==> src/rtl/hit_memory_scheduler_pkg.sv <==
// -----------------------------------------------------------------------------
// hit_memory_scheduler_pkg
//   Shared geometry of the hit-bitmap RAM, the scheduler state encoding and a
//   small helper that turns a column index into a one-hot row mask.
//   The state encoding lives here so that neighbouring blocks can decode the
//   busy phases of the scheduler without duplicating the enum.
// -----------------------------------------------------------------------------
package hit_memory_scheduler_pkg;

   localparam int ROWINDEXBITS = 7;     // row address width
   localparam int COLINDEXBITS = 5;     // column-within-row width
   localparam int WORDLENGTH   = 32;    // row width, 2**COLINDEXBITS
   localparam int MEMNROWS     = 128;   // rows in use, <= 2**ROWINDEXBITS
   localparam bit CLEARONREAD  = 1'b1;  // readout zeroes each row after reading

   localparam logic [ROWINDEXBITS-1:0] LAST_ROW = ROWINDEXBITS'(MEMNROWS - 1);

   typedef enum logic [1:0] {
      ST_CLEAR   = 2'd0,
      ST_IDLE    = 2'd1,
      ST_READOUT = 2'd2
   } sched_state_e;

   // One-hot mask selecting a single column of a row.
   function automatic logic [WORDLENGTH-1:0] col_mask(input logic [COLINDEXBITS-1:0] col);
      logic [WORDLENGTH-1:0] m;
      m      = '0;
      m[col] = 1'b1;
      return m;
   endfunction

endpackage

==> src/rtl/hit_memory_scheduler_row_sweep_counter.sv <==
// -----------------------------------------------------------------------------
// hit_memory_scheduler_row_sweep_counter
//   Row counter shared by the clear and readout sweeps. It restarts at row 0
//   on start_i, advances one row per step_i and parks on the last used row,
//   so it never runs past MEMNROWS-1.
// Ports
//   clock_i   clock
//   reset_i   synchronous active-high reset, returns the counter to row 0
//   start_i   restart the sweep at row 0
//   step_i    advance one row (ignored once on the last row)
//   row_o     current row
//   last_o    current row is MEMNROWS-1
// -----------------------------------------------------------------------------
module hit_memory_scheduler_row_sweep_counter
   import hit_memory_scheduler_pkg::*;
(
   input  logic                    clock_i,
   input  logic                    reset_i,
   input  logic                    start_i,
   input  logic                    step_i,
   output logic [ROWINDEXBITS-1:0] row_o,
   output logic                    last_o
);

   logic [ROWINDEXBITS-1:0] row_q;
   logic [ROWINDEXBITS-1:0] row_d;

   always_comb begin
      row_d = row_q;
      if (start_i) begin
         row_d = '0;
      end else if (step_i && (row_q != LAST_ROW)) begin
         row_d = row_q + ROWINDEXBITS'(1);
      end
   end

   always_ff @(posedge clock_i) begin
      if (reset_i) begin
         row_q <= '0;
      end else begin
         row_q <= row_d;
      end
   end

   assign row_o  = row_q;
   assign last_o = (row_q == LAST_ROW);

endmodule

==> src/rtl/hit_memory_scheduler.sv <==
// -----------------------------------------------------------------------------
// hit_memory_scheduler
//   Owns the dual-port hit-bitmap RAM and schedules three clients onto it:
//   streaming hit inserts (read-modify-write with write forwarding), full
//   clear sweeps and full readout sweeps that export the non-empty rows.
// Ports
//   clock, reset             clock and synchronous active-high reset
//   hitValid/hitAddress      offered hit {row, col}; hitReady accepts it
//   clearRequest/readRequest request pulses, held as sticky pending flags
//   busy                     a clear or readout sweep is running
//   ramWeA/ramAddrA/ramDinA  RAM write port
//   ramAddrB/ramDoutB        RAM read port, data one cycle after address
//   rowValid/rowIndex/rowData non-empty row presented during readout
//   readDone                 one-cycle pulse when the readout completes
// -----------------------------------------------------------------------------
module hit_memory_scheduler
   import hit_memory_scheduler_pkg::*;
(
   input  logic                                 clock,
   input  logic                                 reset,
   input  logic                                 hitValid,
   input  logic [ROWINDEXBITS+COLINDEXBITS-1:0] hitAddress,
   output logic                                 hitReady,
   input  logic                                 clearRequest,
   input  logic                                 readRequest,
   output logic                                 busy,
   output logic                                 ramWeA,
   output logic [ROWINDEXBITS-1:0]              ramAddrA,
   output logic [WORDLENGTH-1:0]                ramDinA,
   output logic [ROWINDEXBITS-1:0]              ramAddrB,
   input  logic [WORDLENGTH-1:0]                ramDoutB,
   output logic                                 rowValid,
   output logic [ROWINDEXBITS-1:0]              rowIndex,
   output logic [WORDLENGTH-1:0]                rowData,
   output logic                                 readDone
);

   sched_state_e            state_q;
   logic                    clear_pend_q;
   logic                    read_pend_q;
   // E1: accepted hit waiting for its read data to come back
   logic                    e1_valid_q;
   logic [ROWINDEXBITS-1:0] e1_row_q;
   logic [WORDLENGTH-1:0]   e1_mask_q;
   // Last row written by an insert; covers the RAM read that raced that write
   logic                    fwd_valid_q;
   logic [ROWINDEXBITS-1:0] fwd_row_q;
   logic [WORDLENGTH-1:0]   fwd_data_q;
   // Readout: addresses still to issue, and the row whose data returns now
   logic                    issue_q;
   logic                    ret_valid_q;
   logic [ROWINDEXBITS-1:0] ret_row_q;

   logic [ROWINDEXBITS-1:0] hit_row;
   logic [COLINDEXBITS-1:0] hit_col;
   logic                    in_idle;
   logic                    hit_accept;
   logic                    clear_want;
   logic                    read_want;
   logic                    start_sweep;
   logic                    start_clear;
   logic                    start_read;
   logic                    issue_active;
   logic                    ret_last;
   logic                    sweep_step;
   logic [ROWINDEXBITS-1:0] sweep_row;
   logic                    sweep_last;
   logic [WORDLENGTH-1:0]   rmw_base;
   logic [WORDLENGTH-1:0]   rmw_data;

   assign hit_row = hitAddress[ROWINDEXBITS+COLINDEXBITS-1 -: ROWINDEXBITS];
   assign hit_col = hitAddress[COLINDEXBITS-1:0];
   assign in_idle = (state_q == ST_IDLE);

   assign hitReady   = !reset && in_idle && !clear_pend_q && !read_pend_q;
   assign hit_accept = hitValid && hitReady;

   // A request arriving this cycle counts as pending already, so an idle
   // scheduler starts the sweep on the very next cycle. A sweep waits until
   // E1 has been written back and no hit is being taken in this cycle.
   assign clear_want  = clear_pend_q || clearRequest;
   assign read_want   = read_pend_q || readRequest;
   assign start_sweep = in_idle && !e1_valid_q && !hit_accept && (clear_want || read_want);
   assign start_clear = start_sweep && clear_want;
   assign start_read  = start_sweep && !clear_want;

   assign issue_active = (state_q == ST_READOUT) && issue_q;
   assign ret_last     = (ret_row_q == LAST_ROW);
   assign sweep_step   = (state_q == ST_CLEAR) || issue_active;

   // Back-to-back inserts on one row: the RAM read was issued before the
   // previous write landed, so take the freshly written word instead. This
   // keeps accumulation independent of the RAM's collision behaviour.
   assign rmw_base = (fwd_valid_q && (fwd_row_q == e1_row_q)) ? fwd_data_q : ramDoutB;
   assign rmw_data = rmw_base | e1_mask_q;

   hit_memory_scheduler_row_sweep_counter u_sweep (
      .clock_i (clock),
      .reset_i (reset),
      .start_i (start_sweep),
      .step_i  (sweep_step),
      .row_o   (sweep_row),
      .last_o  (sweep_last)
   );

   // RAM and readout outputs; reset forces every strobe low in its own cycle.
   always_comb begin
      busy     = reset || !in_idle;
      ramWeA   = 1'b0;
      ramAddrA = e1_row_q;
      ramDinA  = rmw_data;
      ramAddrB = hit_row;
      rowValid = 1'b0;
      rowIndex = ret_row_q;
      rowData  = ramDoutB;
      readDone = 1'b0;
      if (!reset) begin
         case (state_q)
            ST_CLEAR: begin
               ramWeA   = 1'b1;
               ramAddrA = sweep_row;
               ramDinA  = '0;
               ramAddrB = sweep_row;
            end
            ST_IDLE: begin
               ramWeA = e1_valid_q;
            end
            ST_READOUT: begin
               ramAddrB = sweep_row;
               if (ret_valid_q) begin
                  rowValid = (ramDoutB != '0);
                  readDone = ret_last;
                  if (CLEARONREAD) begin
                     ramWeA   = 1'b1;
                     ramAddrA = ret_row_q;
                     ramDinA  = '0;
                  end
               end
            end
            default: begin
               ramWeA = 1'b0;
            end
         endcase
      end
   end

   always_ff @(posedge clock) begin
      if (reset) begin
         state_q      <= ST_CLEAR;
         clear_pend_q <= 1'b0;
         read_pend_q  <= 1'b0;
         e1_valid_q   <= 1'b0;
         e1_row_q     <= '0;
         e1_mask_q    <= '0;
         fwd_valid_q  <= 1'b0;
         fwd_row_q    <= '0;
         fwd_data_q   <= '0;
         issue_q      <= 1'b0;
         ret_valid_q  <= 1'b0;
         ret_row_q    <= '0;
      end else begin
         // Duplicate requests collapse into the sticky flag.
         clear_pend_q <= clear_want && !start_clear;
         read_pend_q  <= read_want && !start_read;

         e1_valid_q <= hit_accept;
         if (hit_accept) begin
            e1_row_q  <= hit_row;
            e1_mask_q <= col_mask(hit_col);
         end

         // Sweeps rewrite rows behind the forwarder's back, so drop it.
         if (start_sweep) begin
            fwd_valid_q <= 1'b0;
         end else if (in_idle && e1_valid_q) begin
            fwd_valid_q <= 1'b1;
            fwd_row_q   <= e1_row_q;
            fwd_data_q  <= rmw_data;
         end

         ret_valid_q <= issue_active;
         ret_row_q   <= sweep_row;

         case (state_q)
            ST_CLEAR: begin
               if (sweep_last) begin
                  state_q <= ST_IDLE;
               end
            end
            ST_IDLE: begin
               if (start_clear) begin
                  state_q <= ST_CLEAR;
               end else if (start_read) begin
                  state_q <= ST_READOUT;
                  issue_q <= 1'b1;
               end
            end
            ST_READOUT: begin
               if (issue_active && sweep_last) begin
                  issue_q <= 1'b0;
               end
               // Stay one extra cycle so the last row's data can return.
               if (ret_valid_q && ret_last) begin
                  state_q <= ST_IDLE;
               end
            end
            default: begin
               state_q <= ST_CLEAR;
            end
         endcase
      end
   end

endmodule

==> config.mk <==
export PLATFORM = sky130hd
export DESIGN_NAME = hit_memory_scheduler
export DESIGN_NICKNAME = d
export VERILOG_FILES = /design/src/rtl/hit_memory_scheduler_pkg.sv /design/src/rtl/hit_memory_scheduler_row_sweep_counter.sv /design/src/rtl/hit_memory_scheduler.sv
export SDC_FILE = /design/constraint.sdc
export NUM_CORES = 1
export LEC_CHECK = 0
export CORE_AREA = 8 8 108 110
export DETAILED_ROUTE_END_ITERATION = 8
export DIE_AREA = 0 0 116 118
export HOLD_SLACK_MARGIN = 0.03
export PLACE_DENSITY = 0.88
export SYNTH_ARGS = -nofsm -noshare
export SYNTH_HDL_FRONTEND = slang
export SYNTH_HIERARCHICAL = 1
export SYNTH_SLANG_ARGS = --single-unit
==> constraint.sdc <==
create_clock -name clock -period 3.6 [get_ports clock]
set_clock_uncertainty 0.2 [all_clocks]
set_input_delay 0.9 -clock clock [delete_from_list [all_inputs] [get_ports clock]]
set_output_delay 0.9 -clock clock [all_outputs]
set_load 0.005 [all_outputs]
Word level (Yosys, flattened, before mapping). Index checks and enable logic that the tools add are counted. W data, S select, Z words.

Add/subtract/negate cells: 1. Multiply operators: 0. Div/mod/pow operators: 0. Order comparisons: 2. Equality and inequality tests: 12. Shift-type cells: 0. Mux-type cells: 29. Bitwise logic cells: 2. Reduce and logical (&&, ||, !) cells: 40.

Operator list (count): $mux W32 (3); $pmux W32 S2 (1); $or A32 B32 Y32 (1); $reduce_bool A32 Y1 (1); $mux W7 (4); $logic_and A1 B1 Y1 (18); $eq A7 B7 Y1 const B (2); $pmux W7 S2 (1); $mux W1 (12); $logic_not A1 Y1 (9); $mux W2 (4); $add A7 B1 Y7 const B (1); $eq A7 B7 Y1 (1); $ne A7 B7 Y1 const B (1); $lt A5 B6 Y1 const B (1); $ne A2 B1 Y1 const B (3); $pmux W2 S3 (1); $demux W1 S5 (1); $ge A5 B1 Y1 const B (1); $logic_or A1 B1 Y1 (5); $ne A2 B2 Y1 const B (2); $reduce_and A4 Y1 (1); $reduce_or A2 Y1 (2); $ne A3 B1 Y1 const B (1); other kinds (9) (9).

Flip-flop bits (word level): 100. Bits in latches: 0. Bits in writable memories: 0. Bits in read-only memories: 0. Input port bits: 49. Output and inout port bits: 90. Logic and storage cells: 99. Memories kept: 0.

Longest topological paths before layout. Gate-level depths: netlist of run 1.

Word-level depth: 12. Mapped depth: 8. Mapped depth without buffers: 8.

Cells and area by module. Netlist of run 1, hierarchy kept.

By module, submodules not included: hit_memory_scheduler (times used 1, cells each 592, area an instance 4847.1 um2); hit_memory_scheduler_row_sweep_counter (times used 1, cells each 36, area an instance 336.6 um2).

Least setup slack after synthesis of run 1. No wires, ideal clock.

Kind: input port to output port. Start: in reset. End: out ramAddrB[0]. Arrival: 1.889 ns. Data required time: 2.500 ns. Setup slack: 0.611 ns. Cell stages on the path: 3. Cells stage by stage: nor2_1 -> clkbuf_1 -> mux2_2.

Word-level cells in the longest chain between the ends: 1.

RTL lines: from (decl) (line hit_memory_scheduler.sv:20) `input logic reset,`; $mux W7 (line hit_memory_scheduler.sv:117) `if (!reset) begin`; to (decl) (line hit_memory_scheduler.sv:30) `output logic [ROWINDEXBITS-1:0] ramAddrB,`.

Every way passes these cells.

Worst setup path in the final report of run 1.
Start: in ramDoutB[12]. End: out ramDinA[12].

Word-level cells in the longest chain between the ends: 5.

RTL lines: from (decl) (line hit_memory_scheduler.sv:31) `input logic [WORDLENGTH-1:0] ramDoutB,`; $mux W32 (*) (line hit_memory_scheduler.sv:94) `assign rmw_base = (fwd_valid_q && (fwd_row_q == e1_row_q)) ? fwd_data_q : ramDoutB;`; $or A32 B32 Y32 (*) (line hit_memory_scheduler.sv:95) `assign rmw_data = rmw_base | e1_mask_q;`; $mux W32 (line hit_memory_scheduler.sv:130) `if (ret_valid_q) begin`; $pmux W32 S2 (line hit_memory_scheduler.sv:118) `case (state_q)`; $mux W32 (*) (line hit_memory_scheduler.sv:117); to (decl) (line hit_memory_scheduler.sv:29) `output logic [WORDLENGTH-1:0] ramDinA,`.

Every way passes the cells marked *; elsewhere a longest branch is shown, timed or not.

==> results of run 1 <==
layer usage:
metal / vias to the layer above / wire (µm) / track usage
met3: 36 / 1200 / 0.0477
li1: 2512 / - / -
met5: - / 0 / 0
met2: 208 / 8230 / 0.414
met4: 0 / 422 / 0.0892
met1: 2582 / 6770 / 0.275
worst reg2reg max path, stage by stage, from the launching register on:
cell and delay [ns]:
dfxtp_1 0.41, xnor2_1 0.10, nand4_1 0.11, buf_4 0.39, o21a_1 1.02, a211oi_1 0.23
area by class of cell:
type	instances	area (µm²)	area share
multi-input cells	444	2770	0.401
flip-flops and latches	100	2000	0.290
repair buffers	187	1760	0.255
well taps	136	170	0.0246
clock buffers	10	138	0.0199
clock inverters	5	37.5	0.00543
inverters	6	30.0	0.00435
power by group through the flow:
stage | Combinational [mW] | Sequential, mW | Clock [mW]
after floorplan | 0.126 | 1.14 | 0
after global placement | 0.325 | 1.15 | 0
after detailed placement | 0.331 | 1.15 | 0
after CTS | 0.334 | 1.12 | 0.663
after global routing | 0.361 | 1.12 | 0.704
final | 0.338 | 1.12 | 0.658
through the flow:
| step | util | TNS [ns] | instance area, µm² |
|---|---|---|---|
| floorplan | - | 0 | 5180 |
| global placement | 0.665 | -0.175 | 6650 |
| detailed placement | 0.665 | -0.275 | 6650 |
| CTS | 0.684 | 0 | 6840 |
| global route | 0.691 | -0.163 | 6910 |
| finish | 0.691 | -0.00569 | 6910 |
state kept, by name, indices dropped and copies added, names as in the netlist:
| signal | cells |
|---|---|
| e1_mask_q | 32 |
| fwd_data_q | 32 |
| e1_row_q | 7 |
| fwd_row_q | 7 |
| rowIndex | 7 |
| u_sweep/row_o | 7 |
| state_q | 2 |
| clear_pend_q | 1 |
| e1_valid_q | 1 |
| fwd_valid_q | 1 |
| issue_q | 1 |
| read_pend_q | 1 |
| ret_valid_q | 1 |
cell usage in the layout (no fill, tap or decap), types with 9 or more instances in the layout:
cell type / count
nor2_1: 55
nor4_1: 36
or3_1: 9
buf_4: 48
nor2b_1: 10
a211oi_1: 59
o21bai_1: 33
nand2_1: 64
clkbuf_8: 10
a21oi_1: 24
o21ai_0: 12
clkdlybuf4s50_1: 135
nand3_1: 33
dfxtp_1: 99
nand3b_1: 30
logic make-up (layout without fill, tap and decap cells):
family,count (synthesis),after routing,share of synthesized area
simple gates,276,276,0.278
compound gates,151,151,0.205
flops,100,100,0.386
buf+inv,84,208,0.0975
mux,9,9,0.0191
xor+xnor,7,7,0.0118
fa+ha+maj,1,1,0.00241
repair_timing:
| item | in CTS | in global routing |
|---|---|---|
| setup endpoints to repair | 1 | 21 |
| pin swaps | 2 | 2 |
| resized for setup | 6 | 12 |
worst max-delay path by stage:
stage	end	slack, ns
after global placement	rowValid	-0.18
after floorplan	ramAddrB[0]	0.61
after detailed placement	rowValid	-0.28
after CTS	ramDinA[12]	0.01
after global routing	ramDinA[16]	-0.03
final	ramDinA[12]	-0.006
==> summary.txt, run 1 <==
Timing
  • Fin. Hold Viols: 0
  • Peak Freq: 0.277 GHz
  • Fin crit share: 1.00
  • Max-slew headroom: 0.197
  • Worst Tran Pin Value: around 1.2 ns
  • RSZ-0062 raised after global routing: yes
  • Final worst slack: -0.00569 ns
  • Final Max Slew Viols: 0
  • Worst hold slack: about 0.28 ns
  • Min Tclk post-route: 3.61 ns
  • Setup violations, final: 1

Cells and area
  • Final Net Count: 798
  • Filler cells: 797
  • P&R area growth vs syn: 33.3%
  • Layout cells sized above 1: 0.133
  • Antenna Cells: 0
  • Post-Layout Cell Count: 888

Power
  • Pleak: 2.68 nW
  • Overall power: 2.12 mW
  • P_int: about 1.6 mW
  • Comb power frac: 0.160
  • Clock share of power: 0.311
  • P_sw: 536 µW
  • Sequential power share: 0.530
  • PwrDens: 307 nW/µm²
  • VDD IR-drop max: approximately 180 µV
  • Net Sw Frac: 0.253

Floorplan
  • Die Width: approximately 120 µm
  • Ports: 139
  • Die Area: 13700 µm²
  • Cell row count: 37
  • Initial Utilization: 0.518
  • Height of the die: about 120 µm
  • Core footprint: 10000 µm²

Setup path
  • Crit start category: primary input
  • Top cell family by delay on the critical path: buffers and inverters
  • R2R Path End: fwd_data_q[24]
  • Slowest cell delay on critical path: approximately 0.57 ns
  • CP Launch Point: ramDoutB[12]
  • CP max-delay cell: clkdlybuf4s50_1
  • FF-to-FF setup slack: 0.98 ns
  • Crit path required time: 2.50 ns
  • Cell depth of the worst setup path: 5
  • Worst r2r path cells: 5
  • Critical Path End Type: output port
  • Critical path fanouts, max: 2
  • Cell mode on critical path: clkdlybuf4s50_1
  • Beginning of the worst register-to-register path: e1_row_q[0]
  • Crit-path cells: clkdlybuf4s50_1, buf_4, nor2_1, a211oi_1, clkdlybuf4s50_1
  • Data arrival, critical path: 2.51 ns
  • CP bufs+invs: 3
  • WS Path Type: primary input to output port

Hold path
  • HP Class: flop to flop
  • WHS Path Cells: 2
  • Hold Startpoint: e1_mask_q[31]
  • Hold EP: e1_mask_q[31]

Clocking
  • Cts hold-fix bufs: 0
  • Post CTS Setup Buffer Count: 0
  • TritonCTS Sinks: 100
  • CTS root buffer: clkbuf_8
  • H-Tree Depth: 3
  • Num CTS Buffers: 9
  • Clk slew on worst S/H paths: 0.09 ns
  • Clock Path Buffers: 2
  • CTS tree: yes
  • Clk_lat worst skew: around 0.36 ns

Synthesis
  • Top-area cell type share of the netlist area: 0.386
  • Post-synth top cells: dfxtp_1, a211oi_1, nand2_1
  • Count leader, synth: dfxtp_1
  • Post-synth EDFFs: 0
  • Yosys cell types: 50
  • Syn Nets: around 680
  • Avg Inst Size Synth: 8.25 µm²
  • Top FF cell, synth: dfxtp_1
  • Post-synthesis async set-or-reset flop share: 0
  • Post-Syn Instances: approximately 630
  • Synth warn: 6
  • Area contributors post-synth: dfxtp_1, a211oi_1, nor4_1
  • Cell type with the largest total area after synthesis: dfxtp_1
  • Yosys reg bits: 100
  • Post-Syn Area: 5180 µm²
  • Sequential area share after synthesis: 0.386

Outcome
  • Failing checks: negative setup slack
  • Outcome: finished, violations left

Drt
  • Iter 0 DRT Violations: around 380
  • Routed WL per cell: 18.7 µm
  • Pre-antenna DRT Iters: 7
  • DR vias: around 5300
  • DRC viols: 0
  • Via density per instance: 6.01
  • Post-DRT Antenna Nets: 0
  • WL final: 16.6 mm

Placement
  • Port Buffers: ~140
  • HPWL after detailed placement: 12.0 mm
  • Dpl cells: 873
  • GPL Wtd Cong: 0.924
  • Setup WS pre-CTS: -0.275 ns

Global route
  • GRT overflow: 0
  • GRT Resource Usage Total: 0.237
  • Initial antenna violation count: 0
  • First-pass GRT wire length: ~26 mm
  • Largest net degree at the start of global routing: 90
  • Vias in the first global route: 5312

Job
  • Max-cap violations: 0
No activity file was read; power rests on OpenSTA's default activity.
==> inputs of run 2 (changes only) <==
- TNS_END_PERCENT: not set -> 100
==> results of run 2 <==
Final layout, timing and power as in run 1 (identical DEF).
